==> src/rtl/pipelined_control_unit.sv <==
// ID-stage decoder and ID/EX control register for a 5-stage RV32 pipeline.
// Decodes RV32I (+ optional RV32M), registers the control bundle into EX,
// inserts load-use bubbles, holds EX for multi-cycle divides and honours
// branch/jump flushes.
//
// Stall contract: stall_id=1 means "this cycle's ID instruction was not
// consumed"; upstream must hold PC and IF/ID so the same instruction is
// presented again next cycle. stall_id=0 means ID/EX takes the ID
// instruction (or a bubble on flush) at the next rising edge.
module pipelined_control_unit #(
  parameter int ENABLE_M   = 1,
  parameter int DIV_CYCLES = 8,
  parameter int ALUOP_W    = 3
) (
  input  logic               clk,
  input  logic               rst_n,
  input  logic               id_valid,
  input  logic [6:0]         opcode,
  input  logic [2:0]         funct3,
  input  logic [6:0]         funct7,
  input  logic [4:0]         id_rs1,
  input  logic [4:0]         id_rs2,
  input  logic [4:0]         id_rd,
  input  logic               flush,
  output logic               stall_id,
  output logic               ex_valid,
  output logic               ex_regwrite,
  output logic               ex_memread,
  output logic               ex_memwrite,
  output logic               ex_memtoreg,
  output logic               ex_alusrc,
  output logic               ex_branch,
  output logic               ex_jump,
  output logic [ALUOP_W-1:0] ex_aluop,
  output logic [4:0]         ex_rd,
  output logic               ex_illegal,
  output logic               div_busy
);

  localparam logic [6:0] OPC_R     = 7'b0110011;
  localparam logic [6:0] OPC_I     = 7'b0010011;
  localparam logic [6:0] OPC_L     = 7'b0000011;
  localparam logic [6:0] OPC_S     = 7'b0100011;
  localparam logic [6:0] OPC_B     = 7'b1100011;
  localparam logic [6:0] OPC_JAL   = 7'b1101111;
  localparam logic [6:0] OPC_JALR  = 7'b1100111;
  localparam logic [6:0] OPC_LUI   = 7'b0110111;
  localparam logic [6:0] OPC_AUIPC = 7'b0010111;
  localparam logic [6:0] F7_M      = 7'b0000001;

  localparam logic [ALUOP_W-1:0] ALU_R     = ALUOP_W'(0);
  localparam logic [ALUOP_W-1:0] ALU_I     = ALUOP_W'(1);
  localparam logic [ALUOP_W-1:0] ALU_ADDR  = ALUOP_W'(2);
  localparam logic [ALUOP_W-1:0] ALU_BR    = ALUOP_W'(3);
  localparam logic [ALUOP_W-1:0] ALU_AUIPC = ALUOP_W'(4);
  localparam logic [ALUOP_W-1:0] ALU_MUL   = ALUOP_W'(5);
  localparam logic [ALUOP_W-1:0] ALU_DIV   = ALUOP_W'(6);

  // Counter only ever holds values 0 .. DIV_CYCLES-2.
  localparam int CNT_W = (DIV_CYCLES > 2) ? $clog2(DIV_CYCLES - 1) : 1;

  typedef struct packed {
    logic               valid;
    logic               regwrite;
    logic               memread;
    logic               memwrite;
    logic               memtoreg;
    logic               alusrc;
    logic               branch;
    logic               jump;
    logic [ALUOP_W-1:0] aluop;
    logic [4:0]         rd;
    logic               illegal;
  } ctrl_t;

  typedef enum logic {IDLE, DIV_RUN} state_t;

  ctrl_t      dec, ex_d, ex_q;
  logic       use_rs1, use_rs2, load_use, div_start;
  state_t     state, state_d;
  logic [CNT_W-1:0] cnt, cnt_d;
  logic       unused_funct3;

  assign unused_funct3 = ^funct3[1:0];

  // Combinational decode of the ID instruction; id_valid=0 yields a bubble.
  always_comb begin
    dec     = '0;
    use_rs1 = 1'b0;
    use_rs2 = 1'b0;
    if (id_valid) begin
      dec.valid = 1'b1;
      dec.rd    = id_rd;
      case (opcode)
        OPC_R: begin
          if (funct7 == F7_M) begin
            if (ENABLE_M != 0) begin
              dec.regwrite = 1'b1;
              dec.aluop    = funct3[2] ? ALU_DIV : ALU_MUL;
              use_rs1      = 1'b1;
              use_rs2      = 1'b1;
            end else begin
              dec.illegal = 1'b1;
            end
          end else begin
            dec.regwrite = 1'b1;
            dec.aluop    = ALU_R;
            use_rs1      = 1'b1;
            use_rs2      = 1'b1;
          end
        end
        OPC_I: begin
          dec.regwrite = 1'b1;
          dec.alusrc   = 1'b1;
          dec.aluop    = ALU_I;
          use_rs1      = 1'b1;
        end
        OPC_L: begin
          dec.regwrite = 1'b1;
          dec.memread  = 1'b1;
          dec.memtoreg = 1'b1;
          dec.alusrc   = 1'b1;
          dec.aluop    = ALU_ADDR;
          use_rs1      = 1'b1;
        end
        OPC_S: begin
          dec.memwrite = 1'b1;
          dec.alusrc   = 1'b1;
          dec.aluop    = ALU_ADDR;
          use_rs1      = 1'b1;
          use_rs2      = 1'b1;
        end
        OPC_B: begin
          dec.branch = 1'b1;
          dec.aluop  = ALU_BR;
          use_rs1    = 1'b1;
          use_rs2    = 1'b1;
        end
        OPC_JAL: begin
          dec.regwrite = 1'b1;
          dec.jump     = 1'b1;
          dec.aluop    = ALU_ADDR;
        end
        OPC_JALR: begin
          dec.regwrite = 1'b1;
          dec.jump     = 1'b1;
          dec.alusrc   = 1'b1;
          dec.aluop    = ALU_ADDR;
          use_rs1      = 1'b1;
        end
        OPC_LUI: begin
          dec.regwrite = 1'b1;
          dec.alusrc   = 1'b1;
          dec.aluop    = ALU_ADDR;
        end
        OPC_AUIPC: begin
          dec.regwrite = 1'b1;
          dec.alusrc   = 1'b1;
          dec.aluop    = ALU_AUIPC;
        end
        default: dec.illegal = 1'b1;
      endcase
    end
  end

  assign div_busy = (state == DIV_RUN);
  assign load_use = ex_q.valid && ex_q.memread && (ex_q.rd != 5'd0) &&
                    (((ex_q.rd == id_rs1) && use_rs1) ||
                     ((ex_q.rd == id_rs2) && use_rs2));
  assign stall_id = load_use || div_busy;

  // ID/EX next value: flush (unless dividing) > divide hold > load-use bubble > load.
  always_comb begin
    ex_d      = ex_q;
    div_start = 1'b0;
    if (flush && !div_busy) begin
      ex_d = '0;
    end else if (div_busy) begin
      ex_d = ex_q;
    end else if (load_use) begin
      ex_d = '0;
    end else begin
      ex_d      = dec;
      div_start = dec.valid && (dec.aluop == ALU_DIV);
    end
  end

  // ID/EX control register.
  always_ff @(posedge clk or negedge rst_n) begin
    if (!rst_n) ex_q <= '0;
    else        ex_q <= ex_d;
  end

  // Divide sequencer next state: DIV_RUN spans DIV_CYCLES-1 cycles, the
  // last EX cycle of the divide is spent back in IDLE with the hold released.
  always_comb begin
    state_d = state;
    cnt_d   = cnt;
    case (state)
      IDLE: begin
        if (div_start) begin
          state_d = DIV_RUN;
          cnt_d   = CNT_W'(DIV_CYCLES - 2);
        end
      end
      DIV_RUN: begin
        if (cnt == '0) state_d = IDLE;
        else           cnt_d   = cnt - CNT_W'(1);
      end
      default: state_d = IDLE;
    endcase
  end

  // Divide sequencer state and counter registers.
  always_ff @(posedge clk or negedge rst_n) begin
    if (!rst_n) begin
      state <= IDLE;
      cnt   <= '0;
    end else begin
      state <= state_d;
      cnt   <= cnt_d;
    end
  end

  assign ex_valid    = ex_q.valid;
  assign ex_regwrite = ex_q.regwrite;
  assign ex_memread  = ex_q.memread;
  assign ex_memwrite = ex_q.memwrite;
  assign ex_memtoreg = ex_q.memtoreg;
  assign ex_alusrc   = ex_q.alusrc;
  assign ex_branch   = ex_q.branch;
  assign ex_jump     = ex_q.jump;
  assign ex_aluop    = ex_q.aluop;
  assign ex_rd       = ex_q.rd;
  assign ex_illegal  = ex_q.illegal;

endmodule

==> config.mk <==
export PLATFORM = sky130hd
export DESIGN_NAME = pipelined_control_unit
export DESIGN_NICKNAME = d
export VERILOG_FILES = /design/src/rtl/pipelined_control_unit.sv
export SDC_FILE = /design/constraint.sdc
export NUM_CORES = 1
export LEC_CHECK = 0
export ABC_AREA = 1
export BUFFER_PORTS_ARGS = -buffer_cell sky130_fd_sc_hd__buf_2
export CORE_ASPECT_RATIO = 0.8
export CORE_MARGIN = 4
export CORE_UTILIZATION = 45
export CTS_CLUSTER_DIAMETER = 100
export DETAILED_ROUTE_END_ITERATION = 8
export PLACE_DENSITY_LB_ADDON = 0.15
export SLEW_MARGIN = 25
export SYNTH_ARGS = -nofsm -noshare
export SYNTH_HDL_FRONTEND = slang
export SYNTH_SLANG_ARGS = --single-unit
export TNS_END_PERCENT = 100
==> constraint.sdc <==
create_clock -name clk -period 3.6 [get_ports clk]
set_input_delay 0.72 -clock clk [delete_from_list [all_inputs] [get_ports clk]]
set_output_delay 0.72 -clock clk [all_outputs]
set_load 0.02 [all_outputs]
Word-level counts from Yosys, hierarchy flattened
Cells that the tools add are included.

storage, ports and cells
  output and inout port bits = 19
  word-level logic and storage cells = 78
  register bits = 21

cells by class
  equal/unequal tests = 16
  reductions and logical operators = 20
  add/subtract/negate cells = 1
  bitwise operators = 1
  multiplexer cells = 27

operators by type and width
  cell                                                                 count
  17-bit two-way mux                                                   4
  7-bit by 6-bit == test with 1-bit output (second input constant)     3
  7-bit == test (second input constant)                                3
  1-bit two-way mux                                                    16
  3-bit case mux with 5 select lines                                   1
  7-bit by 5-bit == test with 1-bit output (second input constant)     2
  6-bit OR reduction                                                   2
  5-bit == test                                                        2
  3-bit two-way mux                                                    3
  9-bit OR reduction                                                   1
  7-bit by 1-bit == test with 1-bit output (second input constant)     1
  7-bit by 2-bit == test with 1-bit output (second input constant)     1
  1-bit logical AND                                                    7
  7-bit OR reduction                                                   1
  3-bit case mux with 2 select lines                                   1
  5-bit nonzero test                                                   1
  5-bit OR reduction                                                   1
  2-bit != test (second input constant)                                2
  3-bit == test (second input constant)                                1
  3-bit logical NOT                                                    1
  3-bit OR reduction                                                   1
  3-bit by 1-bit subtractor with 3-bit output (second input constant)  1
  1-bit logical OR                                                     2
  2-bit two-way mux                                                    1
  other kinds (6)                                                      6

Depth between registers and ports, before layout
Gate-level depths: netlist (run 1).

  depth in word-level cells = 12
  gate-level depth with buffers = 12
  gate-level depth less buffers = 12

Worst setup path before layout (run 1)
OpenSTA, ideal clock, no wires.

  kind = in2out
  start = input opcode[3]
  end = output stall_id
  arrival = 1.518 ns
  cell stages on the path = 7
  setup slack = 1.362 ns
  path through = inv_1 nand2_1 nor2_4 nand4_1 nand3_1 nand3_2 nand2_1

on the way
  word-level cells in the longest chain between the ends = 8

ends and longest elaborated chain
  element                                                                    RTL line  source
  start, declared                                                            18        input logic [6:0] opcode,
  7-bit == test (tied with other cells)                                      94        case (opcode)
  6-bit OR reduction (no line) / 3-bit OR reduction (equally long branches)  n/a
  1-bit two-way mux                                                          n/a
  1-bit two-way mux                                                          91        if (id_valid) begin
  1-bit logical AND, on equally long branches                                168, 169
  1-bit logical OR *                                                         168       (((ex_q.rd == id_rs1) && use_rs1) ||
  1-bit logical AND *                                                        167       assign load_use = ex_q.valid && ex_q.memread && (ex_q.rd != 5'd0) &&
  1-bit logical OR *                                                         170       assign stall_id = load_use || div_busy;
  end, declared                                                              25        output logic stall_id,

Every way passes the cells marked *; elsewhere a longest branch is shown, timed or not.

Worst setup path in the final report (run 1)
Ends and elaborated chain as after synthesis.

==> results of run 1 <==
final cells by class:
| cell class | instances | area (sq um) |
|---|---|---|
| fillers | 266 | 1140 |
| multi-input cells | 125 | 693 |
| flip-flops and latches | 20 | 500 |
| repair buffers | 52 | 260 |
| inverters | 27 | 101 |
| well taps | 38 | 47.5 |
| clock buffers | 3 | 41.3 |
sequential cells by signal (all words and copies together), names as in the netlist:
signal	cells
ex_rd	5
cnt	3
ex_aluop	3
div_busy	1
ex_alusrc	1
ex_branch	1
ex_illegal	1
ex_jump	1
ex_memread	1
ex_memwrite	1
ex_regwrite	1
ex_valid	1
cells in the final DEF, fill, tap and decap left out:
cell type	count
nor3_1	4
nand3b_1	1
nand2_1	39
inv_2	3
nand4_1	3
inv_1	24
o21ai_1	6
nor4_1	2
and2_4	1
ha_1	2
nor2_4	2
buf_2	52
xnor2_1	3
nor2_1	15
o21ai_0	5
a211oi_1	1
nor2b_1	1
nand3_1	11
nand2_2	5
clkbuf_8	3
o21ai_2	8
o22ai_1	1
nand4_2	1
dfrtp_1	20
xor2_1	4
a21oi_1	3
nor2_2	4
nand3_2	3
Yosys cell counts (2+ instances only):
cell	count	area, sq um
nor2_4	2	22.5
nand4_1	3	18.8
o21ai_2	8	70.1
xnor2_1	3	26.3
inv_1	24	90.1
inv_2	3	11.3
ha_1	2	25.0
nor2_2	4	25.0
nor3_1	4	20.0
nand2_1	39	146
o21ai_0	5	25.0
nand2_2	5	31.3
nand3_2	3	30.0
nor4_1	2	12.5
nor2_1	15	56.3
nand3_1	11	55.1
a21oi_1	3	15.0
dfrtp_1	20	500
xor2_1	4	35.0
o21ai_1	6	30.0
metrics by stage:
stage,utilization (%),power [uW]
2_1_floorplan,-,276
3_3_place_gp,57.5,307
3_5_place_dp,57.5,309
4_1_cts,59.0,454
5_1_grt,59.0,473
6_report,59.0,448
metal layers:
layer  share of wire [%]  vias to the layer above
li1                    -                      667
met1                  46                      569
met2                  48                       27
met3                 5.0                        2
met4                0.69                        0
met5                   0                        -
logic make-up (layout without fill, tap and decap cells):
| logic type | Yosys count | in the layout | share of synthesized area (%) |
|---|---|---|---|
| compound gates | 24 | 24 | 11.6 |
| xor+xnor | 7 | 7 | 4.64 |
| fa+ha+maj | 2 | 2 | 1.89 |
| buf+inv | 31 | 82 | 9.66 |
| flops | 20 | 20 | 37.9 |
| simple gates | 92 | 92 | 34.3 |
power breakdown:
group	internal, uW	switching, uW	leakage [uW]	total (uW)
registers	229	3.94	0.000275	232
clock network	74.4	68.9	0.0000216	143
logic	30.1	42.0	0.000621	72.1
worst max-delay path: stages:
cell	delay, ns
buf_2	0.10
inv_1	0.09
nand2_1	0.09
nor2_4	0.12
nand4_1	0.15
nand3_1	0.15
nand3_2	0.13
nand2_1	0.08
buf_2	0.17
worst paths after layout:
kind | startpoint | endpoint | slack [ns] | cells past startpoint
worst max-delay path | opcode[3] | stall_id | 1.07 | 9
worst min register to register | ex_regwrite$_DFFE_PN0P_ | ex_regwrite$_DFFE_PN0P_ | 0.48 | 2
worst min-delay path | rst_n | ex_regwrite$_DFFE_PN0P_ | 0.40 | 1
worst max register to register | div_busy$_DFF_PN0_ | ex_aluop[0]$_DFFE_PN0P_ | 1.54 | 4
min in group clk | ex_regwrite$_DFFE_PN0P_ | ex_regwrite$_DFFE_PN0P_ | 0.48 | 2
max in group asynchronous | rst_n | ex_illegal$_DFFE_PN0P_ | 2.89 | 1
==> out/qor.yml, run 1 <==
place:
  dpl.cell_count: 262
  dp_hpwl_microns: 2500
  placed_area_sq_mm: 0.00160
  placement.io_buffers: 52
  pre_cts_slack_ns: 1.05
  gp_congestion: 0.885
drt:
  routed_wl_microns: 3050
  drtAntennaViolNets: 0
  avgRoutedWirePerCell_microns: 11.5
  route.detailed.drc: 0
  viasPerCell: 4.77
  route.vias.total: 1265
  drt-initial-drc-count: 30
  drtPass1Iterations: 4
floorplanning:
  design.die.area_sq_mm: 0.00387
  dieWidth_microns: 68.6
  fp.dieH_microns: 56.5
  core_area_sq_mm: 0.00279
  num_rows: 17
  num_io_pins: 55
  initial_core_util_pct: 47.4
logic_synthesis:
  synth_area_sq_mm: 0.00132
  ys.flop_type: "dfrtp_1"
  synth_edf_count: 0
  synth_cells: 176
  synth-seq-area-share_pct: 37.9
  ys_types: 30
  synth_nets: 214
  syn_area_per_cell_sq_um: 7.51
  postSynth.asyncResetShare_pct: 100
  yosysWarnings: 0
  synth_seq_cells: 20
finish:
  n_antenna_cell: 0
  syn_to_final_growth_pct: 24.4
  final_nets: 267
  design_area_sq_mm: 0.00164
  stdcell_count: 265
  drive_above_1_share_pct: 36.1
timing:
  period_share_pct: 70.3
  whs_ns: 0.402
  finalHoldViolCount: 0
  worst_pin_slew_ns: 0.483
  slew-limit-headroom_pct: 67.8
  report.final.slew_viol_count: 0
  timing.setup.tns_ns: 0
  setup_slack_ns: 1.07
  max_freq_mhz: 395
  rsz0062_at_grt: "no"
  clock_skew_ns: 0.00209
  finalCriticalPeriod_ns: 2.53
  setup_viol: 0
global_routing:
  grtUsageMet3_pct: 3.00
  grt_pass1_vias: 1165
  gr-usage-met2_pct: 25.9
  grt_overflow_total: 0
  grt_util_met1_pct: 23.5
  track_usage_pct: 16.5
  grt_max_degree: 21
  grt_pass1_wl_microns: 4890
  grt-busiest-layer: "met2"
  grt_antenna_before_repair: 0
hold_path:
  min_path_type: "primary input to async pin"
clocking:
  clock_latency_ns: 0.25
  cts-root-buf: "clkbuf_8"
  numCtsBuffers: 3
  clk_pin_slew_ns: 0.07
  h-tree-depth: 1
  post_cts_buffers: 0
  cts_tree: "yes"
  clk_path_buf_depth: 2
  cts-resized-gates: 0
  numClockSinks: 20
  cts_hold_buf: 0
run:
  maxCapViolCount: 0
setup_path:
  path_class: "primary input to output port"
  critPathMaxFanout: 5
  crit_path_end_kind: "output port"
  start_kind: "primary input"
  cp.required_ns: 2.88
  worst_ep_arrival_time_ns: 1.81
pwr:
  peakVddDrop_mv: 0.212
  pwr_density_cell_mw_per_mm2: 272
  p_leak_uw: 0.000918
outcome:
  outcome: "finished, final reports clean"
(Power assumes the default switching activity.)
==> run 2, diff against run 1 <==
ABC_AREA = 0   (was 1)
CORE_UTILIZATION = 42   (was 45)
clock period = 2.32 ns   (was 3.6 ns; I/O delays follow)
==> out/qor.yml, run 2 <==
outcome:
  outcome: "finished, final reports clean"
global_routing:
  grt_util_met1_pct: 22.7  # -0.80 points
  track_usage_pct: 16.7  # +0.16 points
  gr-usage-met2_pct: 26.7  # +0.82 points
  grt_pass1_vias: 1106  # -5.1%
  grt_overflow_total: 0  # unchanged
  grtUsageMet3_pct: 4.40  # +1.4 points
  grt_antenna_before_repair: 0  # unchanged
  grt_pass1_wl_microns: 4990  # +2.0%
  grt-busiest-layer: "met2"
  grt_max_degree: 23  # +9.5%
logic_synthesis:
  synth-compound-area-share_pct: 24.1  # +12 points
  ys.flop_type: "dfrtp_1"
  synth_cells: 133  # -24%
  synthAdderAreaFrac_pct: 2.04  # +0.14 points
  synth_nets: 171  # -20%
  synthXorXnorAreaFrac_pct: 7.85  # +3.2 points
  synth_seq_cells: 20  # unchanged
  synth_top_cells_by_count: "20 x dfrtp_1, 19 x nand2_1, 11 x o21ai_0, 11 x xnor2_1, 10 x nor2_1"
  synthTopCellsByArea: "dfrtp_1 41%, xnor2_1 7.8%, nand2_1 5.8%"
  yosysWarnings: 0  # unchanged
  synth_edf_count: 0  # unchanged
  syn_area_per_cell_sq_um: 9.23  # +23%
  yosysTopAreaCellShare_pct: 40.8  # +2.9 points
  synth_most_common_cell: "dfrtp_1"
  ys_types: 34  # +13%
  netlist.top_cell.by_area: "dfrtp_1"
  synth_top_family_by_area: "compound AO/OA/AOI/OAI gates"
  synth_area_sq_mm: 0.00123  # -7.1%
  postSynth.asyncResetShare_pct: 100  # unchanged
  muxShareOfSynthArea_pct: 0.815  # +0.82 points
  synth-seq-area-share_pct: 40.8  # +2.9 points
  synth_simple_gate_area_share_pct: 19.7  # -15 points
setup_path:
  critPathMaxFanout: 5  # unchanged
  crit_path_end_kind: "output port"
  worst_ep_arrival_time_ns: 1.61  # -0.20 ns
  path_class: "flip-flop to output port"
  start_kind: "flip-flop"
  cp.required_ns: 1.86  # -1.02 ns
floorplanning:
  design.die.area_sq_mm: 0.00386  # -0.41%
  fp.dieH_microns: 56.4  # -0.20%
  initial_core_util_pct: 44.1  # -3.4 points
  num_rows: 17  # unchanged
  core_area_sq_mm: 0.00279  # unchanged
  dieWidth_microns: 68.4  # -0.20%
  num_io_pins: 55  # unchanged
drt:
  route.vias.total: 1139  # -10%
  drt-initial-drc-count: 35  # +17%
  drtAntennaViolNets: 0  # unchanged
  avgRoutedWirePerCell_microns: 13.6  # +18%
  viasPerCell: 5.20  # +9.0%
  route.detailed.drc: 0  # unchanged
  routed_wl_microns: 2990  # -2.2%
  drtPass1Iterations: 4  # unchanged
timing:
  timing.setup.tns_ns: 0  # unchanged
  finalCriticalPeriod_ns: 2.08
  slew-limit-headroom_pct: 52.1  # -16 points
  worst_pin_slew_ns: 0.719  # +0.236 ns
  finalHoldViolCount: 0  # unchanged
  max_freq_mhz: 482
  rsz0062_at_grt: "no"
  setup_viol: 0  # unchanged
  clock_skew_ns: 0.00421  # +0.00213 ns
  setup_slack_ns: 0.244  # -0.825 ns
  report.final.slew_viol_count: 0  # unchanged
  period_share_pct: 89.5
finish:
  nFillCells: 276  # +3.8%
  final_common_cell: "buf_2"
  n_antenna_cell: 0  # unchanged
  largest_reg_flops: 5  # unchanged
  design_area_sq_mm: 0.00153  # -6.8%
  final_nets: 221  # -17%
  drive_above_1_share_pct: 38.1  # +2.0 points
  stdcell_count: 219  # -17%
  final_cell_mix: "52 x buf_2, 20 x dfrtp_1, 19 x nand2_1, 11 x xnor2_1, 11 x o21ai_0"
  multi_input_area_sq_um: 668  # -3.6%
  seq_area_sq_um: 500  # unchanged
  syn_to_final_growth_pct: 24.9
clocking:
  h-tree-depth: 1  # unchanged
  numClockSinks: 20  # unchanged
  clk_path_buf_depth: 2  # unchanged
  cts-resized-gates: 0  # unchanged
  cts_hold_buf: 0  # unchanged
  numCtsBuffers: 3  # unchanged
  post_cts_buffers: 0  # unchanged
  clk_pin_slew_ns: 0.07  # about the same
  cts_tree: "yes"
  clock_latency_ns: 0.25  # about the same
  cts-root-buf: "clkbuf_8"
place:
  placed_area_sq_mm: 0.00149  # -6.9%
  gp_congestion: 0.759  # -14%
  dp_hpwl_microns: 2370  # -5.1%
  pre_cts_slack_ns: 0.249  # -0.804 ns
  placement.io_buffers: 52  # unchanged
  dpl.cell_count: 216  # -18%
pwr:
  pwr_density_cell_mw_per_mm2: 455  # +67%
  p_leak_uw: 0.000755  # -18%
  peakVddDrop_mv: 0.292  # +38%
hold_path:
  min_path_type: "primary input to async pin"
run:
  maxCapViolCount: 0  # unchanged
-- run 2: kinds of logic (layout without fill, tap and decap cells) --
| family | after synthesis | after routing |
|---|---|---|
| AO/OA/AOI/OAI | 40 | 40 |
| adder cells (fa/ha/maj) | 2 | 2 |
| AND/OR/NAND/NOR | 48 | 48 |
| flip-flops | 20 | 20 |
| XOR/XNOR | 11 | 11 |
| multiplexers | 1 | 1 |
| buffers and inverters | 11 | 59 |
-- run 2: per-stage QoR --
step                hold slack [ns]  util, %  total power [uW]
floorplan                     0.168        -               435
global placement              0.430     53.5               484
detailed placement            0.436     53.5               487
CTS                           0.160     55.0               707
global route                  0.185     55.0               738
finish                        0.156     55.0               697
-- run 2: where the power goes --
part	switching (uW)	internal [uW]
Sequential	7.05	355
Combinational	64.8	53.0
Clock	102	115
Total	174	523
-- run 2: per-layer routing --
metal / share of wire (%) / routed length (microns)
met1: 47 / 1400
met4: 0.60 / 18
met5: 0 / 0
met2: 48 / 1430
met3: 4.7 / 141
-- run 2: worst max-delay path, cell delays in order (launching register included) --
cell and delay (ns):
dfrtp_1 0.44, nor3_1 0.21, nand2_1 0.09, and4_1 0.24
a21o_2 0.23, buf_2 0.15
-- run 2: final timing paths --
check                                       from                      end  slack (ns)  cells past startpoint
setup / recovery            ex_rd[0]$_DFFE_PN0P_                 stall_id        0.24                      5
hold / removal                             rst_n  ex_aluop[0]$_DFFE_PN0P_        0.16                      1
setup reg to reg            ex_rd[0]$_DFFE_PN0P_  ex_aluop[2]$_DFFE_PN0P_        0.59                      5
hold reg to reg            ex_alusrc$_DFFE_PN0P_    ex_alusrc$_DFFE_PN0P_        0.48                      2
max in group asynchronous                  rst_n    ex_alusrc$_DFFE_PN0P_        1.85                      1
min in group clk                        id_rd[1]     ex_rd[1]$_DFFE_PN0P_        0.43                      2
-- run 2: cell type report --
class / count / area share, %
sequential: 20 / 32.7
tap: 38 / 3.10
clock buffer: 3 / 2.69
inverter: 4 / 0.980
timing repair buffer: 52 / 17.0
multi-input combinational: 102 / 43.6
